**config.mk**
```make
export PLATFORM = sky130hd
export DESIGN_NAME = seg7_scan_ctrl
export DESIGN_NICKNAME = d
export VERILOG_FILES = /design/src/rtl/seg7_scan_ctrl.sv
export SDC_FILE = /design/constraint.sdc
export NUM_CORES = 1
export LEC_CHECK = 0
export BUFFER_PORTS_ARGS = -buffer_cell sky130_fd_sc_hd__buf_2
export CORE_UTILIZATION = 53
export CTS_CLUSTER_DIAMETER = 80
export DETAILED_ROUTE_END_ITERATION = 7
export GPL_ROUTABILITY_DRIVEN = 0
export GPL_TIMING_DRIVEN = 0
export PLACE_DENSITY = 0.76
export SLEW_MARGIN = 20
export SYNTH_ARGS = -nofsm -noshare
export SYNTH_HDL_FRONTEND = slang
export SYNTH_SLANG_ARGS = --single-unit
```
**constraint.sdc**
```tcl
create_clock -name clk_i -period 10.5 [get_ports clk_i]
set_input_delay 1.05 -clock clk_i [delete_from_list [all_inputs] [get_ports clk_i]]
set_output_delay 1.05 -clock clk_i [all_outputs]
set_load 0.02 [all_outputs]
```
**src/rtl/seg7_scan_ctrl.sv**
```systemverilog
// Scan controller for a common-anode 7-segment bank: one shared BCD decoder is
// sequenced across DIGITS anodes, with a blank gap at the start of every slot.
module seg7_scan_ctrl #(
    parameter int DIGITS    = 8,
    parameter int SLOT_CYC  = 100000,
    parameter int BLANK_CYC = 1000
) (
    input  logic                clk_i,
    input  logic                rst_i,
    input  logic [4*DIGITS-1:0] value_i,
    input  logic                load_i,
    input  logic [DIGITS-1:0]   digit_en_i,
    input  logic                lzb_i,
    output logic [DIGITS-1:0]   digit_o,
    output logic [6:0]          hex_o,
    output logic                frame_o
);

    localparam int IW = $clog2(DIGITS);
    localparam int CW = $clog2(SLOT_CYC);

    localparam logic [IW-1:0]     IDX_LAST       = IW'(DIGITS - 1);
    localparam logic [CW-1:0]     CNT_BLANK_LAST = CW'(BLANK_CYC - 1);
    localparam logic [CW-1:0]     CNT_SLOT_LAST  = CW'(SLOT_CYC - 1);
    localparam logic [DIGITS-1:0] DIG_ONE        = DIGITS'(1);

    typedef enum logic {
        ST_BLANK,
        ST_SHOW
    } state_e;

    state_e                   state_q, state_d;
    logic [CW-1:0]            cnt_q, cnt_d;
    logic [IW-1:0]            idx_q, idx_d;
    logic [DIGITS-1:0][3:0]   shadow_q, shadow_d;
    logic [DIGITS-1:0]        digit_q, digit_d;
    logic [6:0]               hex_q, hex_d;
    logic                     frame_q, frame_d;
    logic [DIGITS-1:0]        visible;

    // Active-low {g,f,e,d,c,b,a}; non-decimal codes blank the segments.
    function automatic logic [6:0] decode(input logic [3:0] bcd);
        case (bcd)
            4'd0:    decode = 7'b1000000;
            4'd1:    decode = 7'b1111001;
            4'd2:    decode = 7'b0100100;
            4'd3:    decode = 7'b0110000;
            4'd4:    decode = 7'b0011001;
            4'd5:    decode = 7'b0010010;
            4'd6:    decode = 7'b0000010;
            4'd7:    decode = 7'b1111000;
            4'd8:    decode = 7'b0000000;
            4'd9:    decode = 7'b0010000;
            default: decode = 7'b1111111;
        endcase
    endfunction

    // Slot sequencing: timing never depends on data, masks or blanking.
    always_comb begin
        // NOTE: every output of a combinational block gets a default first, so no path leaves it unassigned and infers a latch.
        state_d = state_q;
        cnt_d   = cnt_q + 1'b1;
        idx_d   = idx_q;
        frame_d = 1'b0;
        case (state_q)
            ST_BLANK: begin
                if (cnt_q == CNT_BLANK_LAST) begin
                    state_d = ST_SHOW;
                end
            end
            ST_SHOW: begin
                if (cnt_q == CNT_SLOT_LAST) begin
                    state_d = ST_BLANK;
                    cnt_d   = '0;
                    idx_d   = (idx_q == IDX_LAST) ? '0 : idx_q + 1'b1;
                    frame_d = (idx_q == IDX_LAST);
                end
            end
            default: state_d = ST_BLANK;
        endcase
    end

    // Digit k is leading-blanked when it and every digit above it are zero.
    always_comb begin : vis_calc
        logic all_zero;
        all_zero = 1'b1;
        visible  = '0;
        for (int k = DIGITS - 1; k >= 0; k--) begin
            all_zero   = all_zero && (shadow_q[k] == 4'd0);
            visible[k] = digit_en_i[k] && !(lzb_i && (k != 0) && all_zero);
        end
    end

    always_comb begin
        shadow_d = load_i ? value_i : shadow_q;
        digit_d  = '1;
        hex_d    = 7'b1111111;
        if (state_d == ST_SHOW && visible[idx_d]) begin
            digit_d = ~(DIG_ONE << idx_d);
            hex_d   = decode(shadow_q[idx_d]);
        end
    end

    always_ff @(posedge clk_i or posedge rst_i) begin
        if (rst_i) begin
            state_q  <= ST_BLANK;
            cnt_q    <= '0;
            idx_q    <= '0;
            // NOTE: the shadow is a handful of flops, not a RAM, so it is cleared by reset like the rest of the state.
            shadow_q <= '0;
            digit_q  <= '1;
            hex_q    <= 7'b1111111;
            frame_q  <= 1'b0;
        end else begin
            // NOTE: sequential state uses non-blocking assignments so every flop samples pre-edge values.
            state_q  <= state_d;
            cnt_q    <= cnt_d;
            idx_q    <= idx_d;
            shadow_q <= shadow_d;
            digit_q  <= digit_d;
            hex_q    <= hex_d;
            frame_q  <= frame_d;
        end
    end

    assign digit_o = digit_q;
    assign hex_o   = hex_q;
    assign frame_o = frame_q;

endmodule
```
==> metrics.cfg <==
[global_routing]
grt_pass1_wl_um=14400
grtUsageMet3=0.0692
grt_max_degree=40
top_usage_layer=met2
gr-total-overflow=0
grtUsageMet2=0.402
grt_use_total=0.264
use_met1=0.364
grt_pass1_vias=2936
antenna_found_initial=0

[clock_network]
ctsHoldBuffers=0
clk_latency_ns=0.35
htreeDepth=3
cts.sinks=69
clkTransAtPathRegs_ns=0.08
root_buffer=clkbuf_8
clockBufferDepth=2
cts_buffers=9
cts_resized=0
cts_setup_buffers=0
cts_tree=built

[place]
numPortBuffers=58
place_hpwl_um=6030

[job]
maxCapViolCount=0

[logic_synthesis]
syn-cell-area_sq_um=3520
syn_inst=330
yosysSeqAreaShare=0.495
ys_ff_latch=69
synth.distinct_cells=61
avgSynthCellArea_sq_um=10.7
ys.flop_type=dfrtp_1
synth_edf_count=0
synthArstFlopShare=1.00
yosys_warnings=0
synth_nets=380

[power]
p_leak_nw=1.81
design_power_total_w=0.000615
vdd_drop_max_uv=107
power_density_nw_per_um2=147

[setup_path]
crit_chain=or4_4 > nor4_2 > clkbuf_1 > a21oi_1 > or2_1 > a2111oi_0 > a2bb2oi_1 > a21boi_0 > nand3_1
arrival_ns=4.19
crit_fanout=10
cp-start-kind=flop
max_stage_delay_ns=0.81
path_class=flop to flop
crit_path_top_delay_cell=a2111oi_0
required_ns=10.78
end_kind=flop

[timing]
finalHoldViolCount=0
min_period_ns=3.92
rsz0062_at_grt=false
tightestPinTransition_ns=1.05
tns_ns=0
max_freq_mhz=255
max_slew_margin=0.297
finClkSkew_ns=0.0119
fin_crit_sh=0.373
final-setup-viol-count=0
hold_slack_ns=0.468
finalMaxSlewViolations=0

[floorplan]
ios=60
rows=29
die_h_um=83.5
coreArea_sq_um=6390
initial_core_util=0.552
die_w_um=83.5
dieArea_sq_um=6980

[finish]
seqCellArea_sq_um=1750
area_delta_synth_final_pct=18.9
final_cell_mix=buf_2 (62), dfrtp_1 (54), nand2_1 (30), mux2_2 (30), nor2_1 (17)
multi_input_area_sq_um=1680
layout-drive-gt1-share=0.328
fillCellCount=508
fin_nets=450
antenna_cells=0
layout_commonest_cell=buf_2

[detailed_routing]
wirelength_um=8300
vias_per_cell=6.11
dr_total_vias=2944
dr.pass1.iters=5
drc=0
wl_per_cell_um=17.2
first_iter_violations=240
ant_nets=0

[run_status]
status=finished clean

[hold_path]
hold_path.class=flop to flop

## power breakdown
group / internal [W] / total [W] / switching [W]
combinational: 0.0000255 / 0.0000511 / 0.0000256
clock: 0.000171 / 0.000274 / 0.000103
sequential: 0.000278 / 0.000290 / 0.0000119
total: 0.000475 / 0.000615 / 0.000140
## layout make-up
class                           instances  share of cell area
Buffer                                 14              0.0137
Clock buffer                           11              0.0361
Clock inverter                          5              0.0254
Inverter                               10             0.00956
Multi-Input combinational cell        237               0.402
Sequential cell                        69               0.417
Tap cell                               77              0.0230
Timing Repair Buffer                   59              0.0741
## critical path: cells and delay by family, from the launching register on
family                 cells  cell delay (ns)
and+or+nand+nor            4             1.44
AOI/OAI and AO/OA          4             1.58
DFF                        1             0.40
buffers and inverters      1             0.42
## registers in the layout, summed over array words and instances, names as in the netlist
signal	flops
digit_o	8
idx_q	3
hex_o	7
shadow_q	32
state_q	1
cnt_q	17
frame_o	1
## cells in the mapped netlist (2+ instances only)
library cell | instances | area, sq um
a21o_1 | 8 | 60.1
o21ai_1 | 2 | 10.0
a211oi_1 | 8 | 60.1
o311ai_1 | 2 | 17.5
nor2_1 | 17 | 63.8
nor3_1 | 5 | 25.0
nand3_1 | 13 | 65.1
dfstp_2 | 15 | 394
o21ai_0 | 8 | 40.0
nand2_1 | 30 | 113
or3_1 | 2 | 12.5
dfrtp_1 | 54 | 1350
mux2_2 | 30 | 338
buf_2 | 4 | 20.0
or4_1 | 5 | 37.5
a21oi_1 | 7 | 35.0
a221oi_1 | 3 | 26.3
nor4_1 | 8 | 50.1
inv_1 | 9 | 33.8
a21boi_0 | 2 | 15.0
a21boi_1 | 2 | 15.0
o311ai_0 | 3 | 26.3
o221ai_1 | 3 | 26.3
and3_1 | 11 | 68.8
or2_2 | 3 | 18.8
nand2b_1 | 2 | 12.5
a221o_1 | 2 | 20.0
o22ai_1 | 2 | 12.5
o2111ai_1 | 3 | 26.3
xor2_1 | 9 | 78.8
clkbuf_1 | 10 | 37.5
ha_1 | 6 | 75.1
nand4b_1 | 2 | 17.5
nand4_1 | 6 | 37.5
and2_1 | 4 | 25.0
xnor2_1 | 5 | 43.8
## per-stage QoR
step | cells | area [sq um] | utilization | setup slack, ns
after global routing | 482 | 4190 | 0.656 | 6.28
after detailed placement | 466 | 3930 | 0.616 | 6.73
after CTS | 482 | 4190 | 0.656 | 6.73
after floorplan | 330 | 3520 | - | 7.16
final | 482 | 4190 | 0.656 | 6.58
after global placement | 465 | 3910 | 0.612 | 6.77
## cell families after synthesis
logic type	count (synthesis)	synth area share
simple gates	118	0.181
flops	69	0.495
compound gates	68	0.142
mux	31	0.0987
buf+inv	24	0.0270
xor+xnor	14	0.0348
fa+ha+maj	6	0.0213
## path summary, 6_finish.rpt
path                            slack, ns  depth (start not counted)                start                      end
worst max-delay path                 6.58                          9  cnt_q[11]$_DFF_PP0_       hex_o[0]$_DFF_PP1_
worst min-delay path                 0.47                          1   cnt_q[0]$_DFF_PP0_       cnt_q[0]$_DFF_PP0_
worst max register to register       6.58                          9  cnt_q[11]$_DFF_PP0_       hex_o[0]$_DFF_PP1_
worst min register to register       0.47                          1   cnt_q[0]$_DFF_PP0_       cnt_q[0]$_DFF_PP0_
max in group asynchronous            9.22                          3                rst_i     digit_o[2]$_DFF_PP1_
min in group asynchronous            0.69                          2                rst_i  shadow_q[3]$_DFFE_PP0P_
## metal layers
layer,vias to the layer above,routed length [um],part of all wire
met3,20,593,0.071
li1,1374,-,-
met5,-,0,0
met2,140,3770,0.45
met1,1410,3770,0.45
met4,0,174,0.021
Note: power is estimated with default switching activity, not from simulation.
